<file path="src/rtl/spi_rx_pkg.sv">
// rtl/spi_rx_pkg.sv - shared types and constants for the SPI receive framer
package spi_rx_pkg;

   typedef enum logic [1:0] {
      IDLE   = 2'd0,
      ACTIVE = 2'd1,
      CLOSE  = 2'd2
   } framer_state_t;

   localparam int         SPI_BYTE_W           = 8;
   localparam int         SPI_RX_DEPTH_DEFAULT = 16;
   localparam logic [7:0] LEN_MAX              = 8'hFF;

   function automatic logic [7:0] sat_inc(input logic [7:0] v);
      return (v == LEN_MAX) ? v : v + 8'd1;
   endfunction

endpackage

</file>
<file path="src/rtl/spi_rx_framer_if.sv">
// rtl/spi_rx_framer_if.sv - byte-in / FIFO-and-status-out bundle of the SPI receive framer
interface spi_rx_framer_if #(parameter int DEPTH = 16);

   localparam int LW = $clog2(DEPTH) + 1;

   logic                                 cs_active;
   logic                                 rx_valid;
   logic [spi_rx_pkg::SPI_BYTE_W-1:0]    rx_byte;
   logic                                 rd_pop;
   logic                                 clr_status;
   logic [spi_rx_pkg::SPI_BYTE_W-1:0]    rd_data;
   logic [LW-1:0]                        level;
   logic                                 empty;
   logic                                 full;
   logic                                 overflow;
   logic                                 frame_done;
   logic [7:0]                           frame_cnt;
   logic [7:0]                           last_len;
   logic                                 csum_err;

   modport master (
      output cs_active, rx_valid, rx_byte, rd_pop, clr_status,
      input  rd_data, level, empty, full, overflow, frame_done, frame_cnt, last_len, csum_err
   );

   modport slave (
      input  cs_active, rx_valid, rx_byte, rd_pop, clr_status,
      output rd_data, level, empty, full, overflow, frame_done, frame_cnt, last_len, csum_err
   );

endinterface

</file>
<file path="src/rtl/spi_rx_framer_sync_fifo.sv">
// rtl/spi_rx_framer_sync_fifo.sv - show-ahead synchronous FIFO with occupancy count
module sync_fifo #(
   parameter int DEPTH = 16,
   parameter int DW    = 8
) (
   input  logic                     clk,
   input  logic                     rst_n,
   input  logic                     push,
   input  logic                     pop,
   input  logic [DW-1:0]            wdata,
   output logic [DW-1:0]            rdata,
   output logic [$clog2(DEPTH):0]   level,
   output logic                     empty,
   output logic                     full
);

   localparam int           AW       = $clog2(DEPTH);
   localparam logic [AW:0]  FULL_LVL = (AW + 1)'(DEPTH);

   logic [DW-1:0] mem_q [DEPTH];
   logic [AW-1:0] wr_ptr_q, wr_ptr_d, rd_ptr_q, rd_ptr_d;
   logic [AW:0]   level_q, level_d;
   logic          do_push, do_pop;

   // A push into a full FIFO only lands when the head leaves in the same cycle.
   always_comb begin
      do_pop   = pop && (level_q != '0);
      do_push  = push && ((level_q != FULL_LVL) || do_pop);
      wr_ptr_d = wr_ptr_q + {{(AW-1){1'b0}}, do_push};
      rd_ptr_d = rd_ptr_q + {{(AW-1){1'b0}}, do_pop};
      level_d  = level_q + {{AW{1'b0}}, do_push} - {{AW{1'b0}}, do_pop};
   end

   always_ff @(posedge clk or negedge rst_n) begin
      if (!rst_n) begin
         wr_ptr_q <= '0;
         rd_ptr_q <= '0;
         level_q  <= '0;
      end else begin
         wr_ptr_q <= wr_ptr_d;
         rd_ptr_q <= rd_ptr_d;
         level_q  <= level_d;
      end
   end

   always_ff @(posedge clk) begin
      if (do_push) mem_q[wr_ptr_q] <= wdata;
   end

   assign empty = (level_q == '0);
   assign full  = (level_q == FULL_LVL);
   assign level = level_q;
   assign rdata = empty ? '0 : mem_q[rd_ptr_q];

endmodule

</file>
<file path="src/rtl/spi_rx_framer.sv">
// rtl/spi_rx_framer.sv - CS-delimited byte framer with FIFO; SPI_RX_CHECKSUM_EN adds XOR frame check
module spi_rx_framer
   import spi_rx_pkg::*;
#(
   parameter int DEPTH = SPI_RX_DEPTH_DEFAULT,
   parameter int DW    = SPI_BYTE_W
) (
   input  logic            clk,
   input  logic            rst_n,
   spi_rx_framer_if.slave  bus
);

   if (DW != SPI_BYTE_W) begin : g_bad_dw
      $error("spi_rx_framer: DW must be 8");
   end
   if ((DEPTH < 2) || ((DEPTH & (DEPTH - 1)) != 0)) begin : g_bad_depth
      $error("spi_rx_framer: DEPTH must be a power of 2 and at least 2");
   end

   framer_state_t state_q, state_d;
   logic [7:0]    len_q, len_d;
   logic [7:0]    frame_cnt_q, frame_cnt_d;
   logic [7:0]    last_len_q, last_len_d;
   logic          overflow_q, overflow_d;
   logic          frame_done_q, frame_done_d;
   logic          push, closing, fifo_full;

   always_ff @(posedge clk or negedge rst_n) begin
      if (!rst_n) state_q <= IDLE;
      else        state_q <= state_d;
   end

   always_comb begin
      state_d = state_q;
      unique case (state_q)
         IDLE:    if (bus.cs_active)  state_d = ACTIVE;
         ACTIVE:  if (!bus.cs_active) state_d = CLOSE;
         CLOSE:   state_d = IDLE;
         default: state_d = IDLE;
      endcase
   end

   // A byte arriving on the cycle CS drops still belongs to the closing frame.
   always_comb begin
      push         = (state_q == ACTIVE) && bus.rx_valid;
      closing      = (state_q == ACTIVE) && !bus.cs_active;
      len_d        = (state_q == IDLE) ? 8'd0 : (push ? sat_inc(len_q) : len_q);
      frame_done_d = closing;
      last_len_d   = closing ? len_d : last_len_q;
      frame_cnt_d  = closing ? frame_cnt_q + 8'd1 : frame_cnt_q;
      overflow_d   = (push && fifo_full && !bus.rd_pop) || (overflow_q && !bus.clr_status);
   end

   always_ff @(posedge clk or negedge rst_n) begin
      if (!rst_n) begin
         len_q        <= '0;
         frame_cnt_q  <= '0;
         last_len_q   <= '0;
         overflow_q   <= 1'b0;
         frame_done_q <= 1'b0;
      end else begin
         len_q        <= len_d;
         frame_cnt_q  <= frame_cnt_d;
         last_len_q   <= last_len_d;
         overflow_q   <= overflow_d;
         frame_done_q <= frame_done_d;
      end
   end

`ifdef SPI_RX_CHECKSUM_EN
   logic [7:0] csum_q, csum_d;
   logic       csum_err_q, csum_err_d;

   // A correct frame carries a trailer that brings the running XOR back to zero.
   always_comb begin
      csum_d     = (state_q == IDLE) ? 8'd0 : (push ? (csum_q ^ bus.rx_byte) : csum_q);
      csum_err_d = (closing && (len_d != 8'd0) && (csum_d != 8'd0))
                   || (csum_err_q && !bus.clr_status);
   end

   always_ff @(posedge clk or negedge rst_n) begin
      if (!rst_n) begin
         csum_q     <= '0;
         csum_err_q <= 1'b0;
      end else begin
         csum_q     <= csum_d;
         csum_err_q <= csum_err_d;
      end
   end

   assign bus.csum_err = csum_err_q;
`else
   assign bus.csum_err = 1'b0;
`endif

   sync_fifo #(
      .DEPTH (DEPTH),
      .DW    (SPI_BYTE_W)
   ) u_fifo (
      .clk   (clk),
      .rst_n (rst_n),
      .push  (push),
      .pop   (bus.rd_pop),
      .wdata (bus.rx_byte),
      .rdata (bus.rd_data),
      .level (bus.level),
      .empty (bus.empty),
      .full  (fifo_full)
   );

   assign bus.full       = fifo_full;
   assign bus.overflow   = overflow_q;
   assign bus.frame_done = frame_done_q;
   assign bus.frame_cnt  = frame_cnt_q;
   assign bus.last_len   = last_len_q;

endmodule

</file>
<file path="src/flat_wrapper.sv">
// flat-port wrapper written by rule: the top's interface ports become plain ports
module spi_rx_framer_flat import spi_rx_pkg::*;
#(
   parameter int DEPTH = SPI_RX_DEPTH_DEFAULT,
   parameter int DW    = SPI_BYTE_W
)
  (clk, rst_n, bus_cs_active, bus_rx_valid, bus_rx_byte, bus_rd_pop, bus_clr_status, bus_rd_data, bus_level, bus_empty, bus_full, bus_overflow, bus_frame_done, bus_frame_cnt, bus_last_len, bus_csum_err);
  spi_rx_framer_if #(.DEPTH(DEPTH)) bus_i ();
  input  logic clk;
  input  logic rst_n;
  input wire logic [$bits(bus_i.cs_active)-1:0] bus_cs_active;
  input wire logic [$bits(bus_i.rx_valid)-1:0] bus_rx_valid;
  input wire logic [$bits(bus_i.rx_byte)-1:0] bus_rx_byte;
  input wire logic [$bits(bus_i.rd_pop)-1:0] bus_rd_pop;
  input wire logic [$bits(bus_i.clr_status)-1:0] bus_clr_status;
  output wire logic [$bits(bus_i.rd_data)-1:0] bus_rd_data;
  output wire logic [$bits(bus_i.level)-1:0] bus_level;
  output wire logic [$bits(bus_i.empty)-1:0] bus_empty;
  output wire logic [$bits(bus_i.full)-1:0] bus_full;
  output wire logic [$bits(bus_i.overflow)-1:0] bus_overflow;
  output wire logic [$bits(bus_i.frame_done)-1:0] bus_frame_done;
  output wire logic [$bits(bus_i.frame_cnt)-1:0] bus_frame_cnt;
  output wire logic [$bits(bus_i.last_len)-1:0] bus_last_len;
  output wire logic [$bits(bus_i.csum_err)-1:0] bus_csum_err;
  assign bus_i.cs_active = bus_cs_active;
  assign bus_i.rx_valid = bus_rx_valid;
  assign bus_i.rx_byte = bus_rx_byte;
  assign bus_i.rd_pop = bus_rd_pop;
  assign bus_i.clr_status = bus_clr_status;
  assign bus_rd_data = bus_i.rd_data;
  assign bus_level = bus_i.level;
  assign bus_empty = bus_i.empty;
  assign bus_full = bus_i.full;
  assign bus_overflow = bus_i.overflow;
  assign bus_frame_done = bus_i.frame_done;
  assign bus_frame_cnt = bus_i.frame_cnt;
  assign bus_last_len = bus_i.last_len;
  assign bus_csum_err = bus_i.csum_err;
  spi_rx_framer #(.DEPTH(DEPTH), .DW(DW)) u_core (.clk(clk), .rst_n(rst_n), .bus(bus_i));
endmodule
</file>
<file path="config.mk">
export PLATFORM = sky130hd
export DESIGN_NAME = spi_rx_framer_flat
export DESIGN_NICKNAME = d
export VERILOG_FILES = /design/src/rtl/spi_rx_pkg.sv /design/src/rtl/spi_rx_framer_if.sv /design/src/rtl/spi_rx_framer_sync_fifo.sv /design/src/rtl/spi_rx_framer.sv /design/src/flat_wrapper.sv
export SDC_FILE = /design/constraint.sdc
export NUM_CORES = 1
export LEC_CHECK = 0
export BUFFER_PORTS_ARGS = -buffer_cell sky130_fd_sc_hd__buf_2
export CAP_MARGIN = 15
export CORE_ASPECT_RATIO = 0.7
export CORE_MARGIN = 2
export CORE_UTILIZATION = 45
export CTS_BUF_LIST = sky130_fd_sc_hd__clkbuf_16
export CTS_CLUSTER_DIAMETER = 30
export DETAILED_ROUTE_END_ITERATION = 10
export PLACE_DENSITY = 0.59
export SKIP_CTS_REPAIR_TIMING = 1
export SYNTH_ARGS = -nofsm -noshare
export SYNTH_HDL_FRONTEND = slang
export SYNTH_SLANG_ARGS = --single-unit
</file>
<file path="constraint.sdc">
create_clock -name clk -period 5.3 [get_ports clk]
set_input_delay 0.53 -clock clk [delete_from_list [all_inputs] [get_ports clk]]
set_output_delay 0.53 -clock clk [all_outputs]
set_load 0.01 [all_outputs]
</file>
* Word level (Yosys, flattened, before mapping)
Memory sizes are Yosys's and may differ from the RTL's.
Index checks and enable logic that the tools add are counted.
** Word-level totals
- Register bits after elaboration :: 41
- RAM bits :: 128
- Input bits :: 14
- Output and inout bits :: 34
- Memories :: 1
** Memory list
- u_core.u_fifo.mem_q :: words 16, bits a word 8, rd ports 1, clocked after Yosys merged registers in 0, wr ports 1, line spi_rx_framer_sync_fifo.sv:20 : logic [DW-1:0] mem_q [DEPTH];
** Operators by class
- Add/sub/neg operators :: 6
- Eq/ne operators :: 6
- Mux-type cells :: 9
- Reductions and logical operators :: 16
** Operator list (count)
- two-way mux 8 bit :: 4
- adder 8 x 1 -> 8 bit (second input constant) :: 2
- adder 4 x 1 -> 4 bit :: 2
- equality test 8 bit (second input constant) :: 1
- logical AND 1 bit :: 7
- adder 5 x 1 -> 5 bit :: 1
- equality test 5 bit (second input constant) :: 1
- logical NOT 5 bit :: 1
- inequality test 5 bit (second input constant) :: 1
- nonzero test 5 bit :: 1
- subtractor 5 x 1 -> 5 bit :: 1
- two-way mux 2 bit :: 2
- inequality test 2 bit (second input constant) :: 2
- one-hot mux 2 bit (2 select lines) :: 1
- logical NOT 1 bit :: 3
- equality test 2 x 1 -> 1 bit (second input constant) :: 1
- logical NOT 2 bit :: 1
- logical OR 1 bit :: 2
- two-way mux 1 bit :: 2
- AND reduction 2 bit :: 1

* Longest topological paths before layout
Gate-level depths: netlist (run 1).
- Depth after elaboration :: 6
- Gate-level depth with buffers :: 13
- Depth with buffers taken out :: 13

* Modules after synthesis
Synthesis (run 1) repeated with hierarchy kept, for this count alone.
** Unflattened totals
- Cells, all modules :: 393
- Area total of the unflattened synthesis :: 6932.9 um^2
** By module, submodules not included
- sync_fifo :: instances 1, cells each 279, area each 5704.2 um^2
- spi_rx_framer :: instances 1, cells each 114, area each 1228.7 um^2

* Least setup slack after synthesis (run 1)
Ideal clock, no wire load.
- Kind :: register to register
- Start :: reg u_core.u_fifo.level_q[3] (netlist: u_core.u_fifo.level[3])
- End :: reg u_core.u_fifo.level_q[4] (netlist: u_core.u_fifo.level[4])
- Arrival time :: 2372 ps
- Data required time :: 5220 ps
- Slack :: 2848 ps
- Stages on the path, launching flop included :: 13
- Clock period less this slack :: 2452 ps
- Cell sequence :: dfrtp_1 inv_1 ha_1 nor4b_2 nor2_1 o21ai_0 ha_1 inv_1 fa_1 inv_1 a21oi_1 o21bai_1 xnor2_1
** Between the ends
- Cells in the longest elaborated chain, start to end :: 6
- Elaborated cells on any way between the ends :: 7
- Classes of those cells :: add/sub (2); eq/ne (1); reduce/logical (4)
** Ends and longest elaborated chain
- from (decl) :: line spi_rx_framer_sync_fifo.sv:22 : logic [AW:0] level_q, level_d;
- from (signal assigned) :: line spi_rx_framer_sync_fifo.sv:42 : level_q <= level_d;
- nonzero test 5 bit :: line spi_rx_framer_sync_fifo.sv:27 : do_pop = pop && (level_q != '0);
- logical AND 1 bit :: line spi_rx_framer_sync_fifo.sv:27
- logical OR 1 bit :: line spi_rx_framer_sync_fifo.sv:28 : do_push = push && ((level_q != FULL_LVL) || do_pop);
- logical AND 1 bit :: line spi_rx_framer_sync_fifo.sv:28
- adder 5 x 1 -> 5 bit :: line spi_rx_framer_sync_fifo.sv:31 : level_d = level_q + {{AW{1'b0}}, do_push} - {{AW{1'b0}}, do_pop};
- subtractor 5 x 1 -> 5 bit (*) :: line spi_rx_framer_sync_fifo.sv:31
- net u_core.u_fifo.level_d[4] :: line spi_rx_framer_sync_fifo.sv:22
Mark *: on every way through the listed nets, which the timed path passes. The rest lies on a longest branch.
A chain may end at the register's enable or synchronous reset.

* Final worst setup path (run 1)
- Start :: reg u_core.u_fifo.rd_ptr_q[0]
- End :: out bus_rd_data[3]
** Between the ends
- Cells in the longest elaborated chain, start to end :: 2
** Ends and longest elaborated chain
- from (decl) :: line spi_rx_framer_sync_fifo.sv:21 : logic [AW-1:0] wr_ptr_q, wr_ptr_d, rd_ptr_q, rd_ptr_d;
- from (signal assigned) :: line spi_rx_framer_sync_fifo.sv:41 : rd_ptr_q <= rd_ptr_d;
- memory read (16 x 8 bit)
- two-way mux 8 bit :: line spi_rx_framer_sync_fifo.sv:53 : assign rdata = empty ? '0 : mem_q[rd_ptr_q];
- to (decl) :: line flat_wrapper.sv:16 : output wire logic [$bits(bus_i.rd_data)-1:0] bus_rd_data;
Every way passes these cells.

==> impl_metrics.env, run 1 <==
export IMPL_end_kind="output port"
export IMPL_synth_ff_latch_count=169
export IMPL_clkTransAtPathRegs_ns=0.06
export IMPL_worst_pin_slew_ns=1.04
export IMPL_rr_worst_depth=9
export IMPL_synthCells=392
export IMPL_htreeDepth=4
export IMPL_ios=48
export IMPL_grt_pass1_wl_um=21200
export IMPL_startpoint_type="register"
export IMPL_num_fill_cells=1175
export IMPL_antenna_found_initial=0
export IMPL_vias=3589
export IMPL_clk_root_buffer_cell="clkbuf_16"
export IMPL_place_congestion=0.782
export IMPL_crit_fanout=33
export IMPL_synth_simple_area_share_pct=6.77
export IMPL_initial_core_util_pct=46.6
export IMPL_worst_slack_ns=1.99
export IMPL_synth_edf_count=128
export IMPL_r2r_end="u_core.u_fifo.mem_q[4][1]"
export IMPL_avgSynthCellArea_um2=17.7
export IMPL_die_w_um=152
export IMPL_syn2layout_area_growth_pct=14.8
export IMPL_dieArea_um2=16400
export IMPL_setup_violations=0
export IMPL_post_synth_instance_area_um2=6930
export IMPL_grt_use_total_pct=17.8
export IMPL_dpl_hpwl_um=8950
export IMPL_synth_seq_area_share_pct=70.3
export IMPL_synth_compound_area_share_pct=3.29
export IMPL_row_count=37
export IMPL_synth_nets=418
export IMPL_antenna_cells=0
export IMPL_power_leakage_nw=2.99
export IMPL_slew_headroom_pct=30.3
export IMPL_ys_warn_count=0
export IMPL_synth_top_family_by_area="multiplexers"
export IMPL_drc_errors=0
export IMPL_synthAdderAreaFrac_pct=2.28
export IMPL_ys_async_sr_fraction_pct=24.3
export IMPL_synth_mux_area_share_pct=13.2
export IMPL_path_class="register to output port"
export IMPL_synth_distinct_cells=49
export IMPL_required_ns=4.77
export IMPL_cts_buffers=17
export IMPL_drtAntennaViolNets=0
export IMPL_timing_hold_ws_ns=0.242
export IMPL_coreArea_um2=14900
export IMPL_drt_iter0_markers=288
export IMPL_synth_xor_area_share_pct=2.02
export IMPL_grt_pass1_vias=3609
export IMPL_port_buffer_count=46
export IMPL_worstPathArrival_ns=2.78
export IMPL_final_cells=656
export IMPL_skew_ns=0.00961
export IMPL_crit_path_end="bus_rd_data[3]"
export IMPL_setup_tns_ns=0
export IMPL_p_per_area_nw_per_um2=487
export IMPL_pre_cts_ws_ns=2.42
export IMPL_gr_total_overflow=0
export IMPL_period_share_pct=62.4
export IMPL_clkSinkCount=169
export IMPL_grt_setup_unrepaired="false"
export IMPL_r2r_slack_ns=2.49
export IMPL_hold_viol_final=0
export IMPL_ir_drop_mv=0.192
export IMPL_max_freq_ghz=0.302
export IMPL_grt_max_degree=42
export IMPL_routed_via_density=5.47
export IMPL_cts_buffer_depth=2
export IMPL_dr_pass1_iters=4
export IMPL_power_mw=3.87
export IMPL_hold_class="input port to async pin"
export IMPL_maxCapViolCount=0
export IMPL_finalCriticalPeriod_ns=3.31
export IMPL_die_h_um=108
export IMPL_dp_cells=624
export IMPL_yosys_most_used_dff="edfxtp_1"
export IMPL_drt_wl_total_um=13600
export IMPL_maxSlewViolCount=0
export IMPL_num_nets_final=474
export IMPL_post_drt_wl_per_cell_um=20.7
export IMPL_status="finished, final reports clean"
export IMPL_clk_latency_ns=0.43
export IMPL_cts_tree="yes"
export IMPL_drive_gt1_share_pct=23.4
export IMPL_timing_rr_start="u_core.u_fifo.level[3]"
export IMPL_startpoint="u_core.u_fifo.rd_ptr_q[0]"
[layout make-up]
type                       count  area, µm²  area share, %
timing repair buffer          52        277           3.48
clock inverter                15        138           1.73
clock buffer                  17        425           5.35
multi-input combinational    196       1950           24.5
tap                          195        244           3.07
sequential                   169       4870           61.3
inverter                      12       50.0          0.630
[where the power goes]
group | switching (mW) | internal (mW) | leakage [nW]
clock network | 0.505 | 0.686 | 0.292
registers | 0.206 | 1.54 | 1.68
logic | 0.469 | 0.466 | 1.02
[placed cells by master, fill, tap and decap left out, types with 2 or more instances in the layout]
cell type / Yosys / layout
a22oi_1: 8 / 8
nor4_4: 0 / 2
buf_2: 3 / 47
xnor2_1: 9 / 9
nand2_1: 20 / 20
ha_1: 11 / 11
mux4_1: 19 / 19
nand3b_1: 2 / 2
nand4_1: 2 / 2
a21oi_1: 4 / 4
xor2_1: 7 / 7
nand3_1: 9 / 9
nor3_1: 6 / 5
inv_1: 11 / 13
a21o_1: 2 / 2
edfxtp_1: 128 / 128
nor4_1: 5 / 3
mux4_2: 13 / 13
nor2_1: 23 / 23
clkinv_4: 1 / 5
nand2b_1: 3 / 3
mux2i_1: 12 / 12
dfrtp_1: 41 / 40
clkinv_2: 0 / 7
clkbuf_16: 0 / 17
o21ai_0: 19 / 19
buf_4: 2 / 4
bufinv_16: 0 / 2
[logic make-up after synthesis]
family,after synthesis
AOI/OAI and AO/OA,38
buffers and inverters,27
adders and majority gates,12
and+or+nand+nor,85
DFF,169
muxes,44
xor gates and xnor gates,16
other,1
[metrics by stage]
step                      util [%]  area, µm²
after detailed placement      49.7       7390
after floorplan                  -       6930
after global placement        49.5       7350
after CTS                     53.5       7950
after global routing          53.5       7950
final                         53.5       7950
[sequential cells by signal, indices dropped and copies added, names as in the netlist]
signal	count
u_core.bus.frame_cnt	8
u_core.bus.frame_done	1
u_core.bus.last_len	8
u_core.bus.overflow	1
u_core.len_q	8
u_core.state_q	2
u_core.u_fifo.level	5
u_core.u_fifo.mem_q	128
u_core.u_fifo.rd_ptr_q	4
u_core.u_fifo.wr_ptr_q	4
[critical path, cell delays in order (launching register included)]
cell and delay, ns:
dfrtp_2 1.05, mux4_1 0.66, a22oi_1 0.23, o21ai_0 0.20
buf_2 0.19
[routing by layer]
metal | routed length, µm | global-route usage [%]
met1 | 6870 | 26.7
met2 | 5840 | 24.8
met3 | 694 | 4.83
met4 | 184 | 6.81
met5 | 0 | 0
[cells in the mapped netlist (2+ instances only)]
cell type | count | area (µm²)
nor2_1 | 23 | 86.3
mux2i_1 | 12 | 120
clkbuf_1 | 5 | 18.8
nor3_1 | 6 | 30.0
nand4_1 | 2 | 12.5
buf_4 | 2 | 15.0
edfxtp_1 | 128 | 3840
a21o_1 | 2 | 15.0
nand3_1 | 9 | 45.0
mux4_2 | 13 | 293
xor2_1 | 7 | 61.3
mux4_1 | 19 | 499
nor4_1 | 5 | 31.3
nand3b_1 | 2 | 15.0
a21oi_1 | 4 | 20.0
o21ai_0 | 19 | 95.1
buf_6 | 4 | 45.0
ha_1 | 11 | 138
xnor2_1 | 9 | 78.8
a22oi_1 | 8 | 60.1
dfrtp_1 | 41 | 1030
nand2b_1 | 3 | 18.8
inv_1 | 11 | 41.3
buf_2 | 3 | 15.0
nand2_1 | 20 | 75.1
[worst min-delay path by stage]
| stage | startpoint | end | slack (ns) | depth (start not counted) |
|---|---|---|---|---|
| floorplan | rst_n | u_core.bus.frame_cnt[0] | 0.23 | 0 |
| global placement | u_core.bus.last_len[2] | u_core.bus.last_len[2] | 0.46 | 2 |
| detailed placement | u_core.bus.last_len[2] | u_core.bus.last_len[2] | 0.47 | 2 |
| CTS | rst_n | u_core.bus.last_len[6] | 0.27 | 1 |
| global route | bus_clr_status | u_core.bus.overflow | 0.29 | 2 |
| finish | rst_n | u_core.state_q[0] | 0.24 | 1 |
Note: power is estimated with default switching activity, not from simulation.
==> run 2, diff against run 1 <==
==> constraint.sdc (replaced) <==
create_clock -name clk -period 3.5 [get_ports clk]
set_input_delay 0.35 -clock clk [delete_from_list [all_inputs] [get_ports clk]]
set_output_delay 0.35 -clock clk [all_outputs]
set_load 0.01 [all_outputs]
==> impl_metrics.env, run 2 (same netlist as run 1, synthesis figures left out) <==
export IMPL_grt_pass1_vias=3574
export IMPL_drt_wl_total_um=13100
export IMPL_worst_slack_ns=0.468
export IMPL_final_common_cell="edfxtp_1"
export IMPL_num_nets_final=484
export IMPL_setup_violations=0
export IMPL_grt_max_degree=35
export IMPL_timing_hold_ws_ns=0.113
export IMPL_worstPathArrival_ns=2.68
export IMPL_num_fill_cells=1181
export IMPL_die_w_um=152
export IMPL_dpl_hpwl_um=8730
export IMPL_hold_viol_final=0
export IMPL_path_class="register to output port"
export IMPL_worst_pin_slew_ns=0.937
export IMPL_layout_common_cells="128 x edfxtp_1, 46 x buf_2, 40 x dfrtp_1, 23 x nor2_1, 20 x nand2_1"
export IMPL_syn2layout_area_growth_pct=16.1
export IMPL_setup_tns_ns=0
export IMPL_largest_register="u_core.u_fifo.mem_q"
export IMPL_slew_headroom_pct=37.3
export IMPL_pre_cts_ws_ns=0.721
export IMPL_place_congestion=0.801
export IMPL_finalCriticalPeriod_ns=3.03
export IMPL_maxSlewViolCount=0
export IMPL_antenna_cells=0
export IMPL_power_leakage_nw=3.03
export IMPL_initial_core_util_pct=46.6
export IMPL_status="finished, final reports clean"
export IMPL_max_freq_ghz=0.330
export IMPL_grt_setup_unrepaired="false"
export IMPL_skew_ns=0.00928
export IMPL_crit_fanout=24
export IMPL_post_drt_wl_per_cell_um=19.6
export IMPL_cts_buffers=17
export IMPL_required_ns=3.15
export IMPL_maxCapViolCount=0
export IMPL_ios=48
export IMPL_end_kind="output port"
export IMPL_hold_class="input port to register"
export IMPL_cts_tree="yes"
export IMPL_drtAntennaViolNets=0
export IMPL_htreeDepth=4
export IMPL_antenna_found_initial=0
export IMPL_routed_via_density=5.42
export IMPL_startpoint_type="register"
export IMPL_largest_reg_flops=128
export IMPL_drt_iter0_markers=280
export IMPL_clkSinkCount=169
export IMPL_p_per_area_nw_per_um2=737
export IMPL_clkTransAtPathRegs_ns=0.06
export IMPL_die_h_um=108
export IMPL_multiInputGateArea_um2=1920
export IMPL_coreArea_um2=14900
export IMPL_vias=3608
export IMPL_power_mw=5.93
export IMPL_regArea_um2=4870
export IMPL_clk_latency_ns=0.43
export IMPL_grt_use_total_pct=17.2
export IMPL_dr_pass1_iters=5
export IMPL_drive_gt1_share_pct=24.6
export IMPL_grt_pass1_wl_um=20700
export IMPL_dieArea_um2=16400
export IMPL_port_buffer_count=46
export IMPL_row_count=37
export IMPL_ir_drop_mv=0.398
export IMPL_period_share_pct=86.6
export IMPL_gr_total_overflow=0
export IMPL_clk_root_buffer_cell="clkbuf_16"
export IMPL_drc_errors=0
export IMPL_cts_buffer_depth=2
run 2: cell types whose count changed in the layout (fill, tap and decap cells not counted), moves of 2 or more:
cell        previous run  this run
inv_1                 13        11
clkinv_1               0         2
clkinv_2               7         1
nor4_4                 2         0
nor4_2                 0         2
clkinvlp_4             0         3
buf_4                  4        15
run 2: final cells by class:
class                      instances  area share [%]
clock buffer                      17            5.29
clock inverter                    15            2.21
inverter                          12           0.622
multi-input combinational        196            23.9
sequential                       169            60.6
tap                              195            3.03
timing repair buffer              62            4.39
run 2: path summary, 6_finish.rpt:
path | start | end | slack (ns) | depth (start not counted)
setup / recovery | u_core.u_fifo.rd_ptr_q[0] | bus_rd_data[1] | 0.47 | 5
setup reg to reg | u_core.u_fifo.level[3] | u_core.u_fifo.mem_q[4][6] | 0.71 | 9
hold reg to reg | u_core.bus.last_len[7] | u_core.bus.last_len[7] | 0.48 | 2
max in group asynchronous | rst_n | u_core.u_fifo.rd_ptr_q[0] | 2.48 | 3
hold / removal | bus_clr_status | u_core.bus.overflow | 0.11 | 2
min in group asynchronous | rst_n | u_core.state_q[1] | 0.32 | 2
run 2: stage by stage:
stage,cell area (µm²),util (%),instances
after floorplan,6930,-,392
after global placement,7430,50.0,633
after detailed placement,7430,50.0,633
after CTS,8030,54.1,665
after global routing,8040,54.1,666
final,8040,54.1,666
run 2: critical path, stage by stage, from the launching register on:
cell	delay, ns
dfrtp_2	0.85
buf_4	0.35
mux4_1	0.58
a22oi_1	0.19
o21ai_0	0.12
buf_2	0.15
run 2: report_power, final:
part / leakage (nW) / switching [mW] / internal (mW) / total [mW]
Clock: 0.285 / 0.758 / 1.12 / 1.88
Sequential: 1.68 / 0.272 / 2.34 / 2.61
Combinational: 1.07 / 0.723 / 0.721 / 1.44
run 2: per-layer routing:
layer	GRT usage, %	wire length [µm]
met2	23.6	5750
met5	0	0
met1	26.2	6550
met3	5.84	692
met4	4.61	80
==> run 3, diff against run 2 <==
--- a/config.mk
+++ b/config.mk
@@ -5,6 +5,7 @@
 export SDC_FILE = /design/constraint.sdc
 export NUM_CORES = 1
 export LEC_CHECK = 0
+export ABC_AREA = 1
 export BUFFER_PORTS_ARGS = -buffer_cell sky130_fd_sc_hd__buf_2
 export CAP_MARGIN = 15
 export CORE_ASPECT_RATIO = 0.7
==> impl_metrics.env, run 3 <==
export IMPL_status="finished, final reports clean"
export IMPL_post_drt_wl_per_cell_um=17.6
export IMPL_period_share_pct=80.7
export IMPL_hold_class="input port to async pin"
export IMPL_place_congestion=0.786
export IMPL_slew_headroom_pct=37.5
export IMPL_port_buffer_count=46
export IMPL_startpoint_type="register"
export IMPL_drt_wl_total_um=16100
export IMPL_yosys_most_used_dff="edfxtp_1"
export IMPL_synthCells=660
export IMPL_antenna_found_initial=0
export IMPL_drtAntennaViolNets=0
export IMPL_hold_viol_final=0
export IMPL_dpl_hpwl_um=10500
export IMPL_synth_nets=686
export IMPL_grt_pass1_vias=4691
export IMPL_worst_pin_slew_ns=0.938
export IMPL_synth_edf_count=128
export IMPL_clkTransAtPathRegs_ns=0.06
export IMPL_path_cells="inv_4, nand3_1, nand3_1, nand2_1, nand2_1, a21oi_1, buf_2"
export IMPL_htreeDepth=4
export IMPL_setup_tns_ns=0
export IMPL_num_nets_final=728
export IMPL_clockPowerShare_pct=28.8
export IMPL_worstPathArrival_ns=2.47
export IMPL_grt_setup_unrepaired="false"
export IMPL_die_h_um=110
export IMPL_ir_drop_mv=0.387
export IMPL_clkSinkCount=169
export IMPL_synth_ff_latch_count=169
export IMPL_drt_iter0_markers=449
export IMPL_ios=48
export IMPL_path_class="register to output port"
export IMPL_synth_top_area_cell="edfxtp_1"
export IMPL_drc_errors=0
export IMPL_power_leakage_nw=3.40
export IMPL_power_internal_mw=4.07
export IMPL_clk_root_buffer_cell="clkbuf_16"
export IMPL_synthTopCellsByArea="edfxtp_1 53%, dfrtp_1 14%, nand2_1 11%"
export IMPL_coreArea_um2=15600
export IMPL_max_freq_ghz=0.354
export IMPL_p_per_area_nw_per_um2=776
export IMPL_dieArea_um2=17200
export IMPL_synthTopCellsByCount="215 x nand2_1, 128 x edfxtp_1, 108 x nand3_1, 41 x dfrtp_1, 37 x inv_1"
export IMPL_largest_register="u_core.u_fifo.mem_q"
export IMPL_cts_buffers=17
export IMPL_p_switching_mw=2.23
export IMPL_gr_total_overflow=0
export IMPL_crit_fanout=32
export IMPL_dr_pass1_iters=5
export IMPL_routed_via_density=5.22
export IMPL_syn2layout_area_growth_pct=11.9
export IMPL_skew_ns=0.00901
export IMPL_finalCriticalPeriod_ns=2.82
export IMPL_clk_latency_ns=0.42
export IMPL_dp_cells=883
export IMPL_synth_seq_area_share_pct=67.1
export IMPL_post_synth_instance_area_um2=7260
export IMPL_grt_pass1_wl_um=25800
export IMPL_cp_top_family="flip-flops"
export IMPL_seq_power_share_pct=40.1
export IMPL_final_common_cell="nand2_1"
export IMPL_row_count=38
export IMPL_cp_slowest_cell="dfrtp_1"
export IMPL_synth_distinct_cells=33
export IMPL_p_sw_share_pct=35.4
export IMPL_initial_core_util_pct=46.4
export IMPL_antenna_cells=0
export IMPL_synth_most_common_cell="nand2_1"
export IMPL_largest_reg_flops=128
export IMPL_ys_async_sr_fraction_pct=24.3
export IMPL_vias=4773
export IMPL_required_ns=3.15
export IMPL_cts_buffer_depth=2
export IMPL_ys_warn_count=0
export IMPL_avgSynthCellArea_um2=11.0
export IMPL_layout_common_cells="215 x nand2_1, 128 x edfxtp_1, 108 x nand3_1, 46 x buf_2, 42 x inv_1"
export IMPL_slowest_delay_ns=0.81
export IMPL_drive_gt1_share_pct=11.9
export IMPL_maxSlewViolCount=0
export IMPL_grt_use_total_pct=20.4
export IMPL_die_w_um=156
export IMPL_maxCapViolCount=0
export IMPL_final_cells=915
export IMPL_cp_num_buf_inv=2
export IMPL_combPwrFrac_pct=31.1
export IMPL_yosys_area_top_type_share_pct=52.9
export IMPL_end_kind="output port"
export IMPL_cts_tree="yes"
export IMPL_grt_max_degree=66
export IMPL_setup_violations=0
run 3: per-stage QoR:
| step | area (µm²) | hold WS [ns] | worst slack, ns | total power, mW | utilization, % |
|---|---|---|---|---|---|
| 6_report | 8130 | 0.0655 | 0.675 | 6.31 | 52.0 |
| 5_1_grt | 8130 | 0.0957 | 0.497 | 6.74 | 52.0 |
| 4_1_cts | 8130 | 0.0927 | 0.637 | 6.35 | 52.0 |
| 3_5_place_dp | 7560 | 0.465 | 1.02 | 4.53 | 48.3 |
| 3_3_place_gp | 7560 | 0.453 | 1.08 | 4.50 | 48.3 |
| 2_1_floorplan | 7260 | 0.0544 | 1.21 | 4.00 | - |
run 3: worst paths after layout:
kind | startpoint | to | slack, ns | depth (start not counted)
max | u_core.u_fifo.rd_ptr_q[1] | bus_rd_data[3] | 0.68 | 7
min | rst_n | u_core.bus.last_len[6] | 0.07 | 1
max reg2reg | u_core.u_fifo.level[3] | u_core.u_fifo.level[4] | 1.00 | 15
min reg2reg | u_core.bus.last_len[7] | u_core.bus.last_len[7] | 0.47 | 2
max in group asynchronous | rst_n | u_core.u_fifo.rd_ptr_q[0] | 2.78 | 1
min in group clk | bus_clr_status | u_core.bus.overflow | 0.12 | 2
run 3: area by class of cell:
| class | count | area [µm²] |
|---|---|---|
| fillers | 1365 | 7510 |
| repair buffers | 50 | 260 |
| inverters | 43 | 164 |
| well taps | 200 | 250 |
| flip-flops and latches | 169 | 4870 |
| clock buffers | 17 | 425 |
| clock inverters | 15 | 145 |
| multi-input cells | 421 | 2010 |
run 3: cell families (layout without fill, tap and decap cells):
| group | after synthesis | in the layout | synth area share (%) |
|---|---|---|---|
| fa+ha+maj | 12 | 12 | 2.17 |
| buf+inv | 70 | 125 | 5.24 |
| simple gates | 373 | 373 | 22.2 |
| compound gates | 20 | 20 | 1.45 |
| flops | 169 | 169 | 67.1 |
| other cells | 1 | 1 | 0.0516 |
| xor+xnor | 15 | 15 | 1.81 |
run 3: routing by layer:
layer  GRT usage, %  routed length (µm)
met1           29.8                7890
met5              0                   0
met2           30.2                6960
met3           5.47                1090
met4           5.96                 130
run 3: power groups by stage:
| stage | registers, mW | logic (mW) | clock network, mW |
|---|---|---|---|
| detailed placement | 2.57 | 1.96 | 0 |
| finish | 2.53 | 1.96 | 1.81 |
| CTS | 2.53 | 1.97 | 1.85 |
| floorplan | 2.51 | 1.49 | 0 |
| global placement | 2.57 | 1.94 | 0 |
| global route | 2.56 | 2.24 | 1.93 |
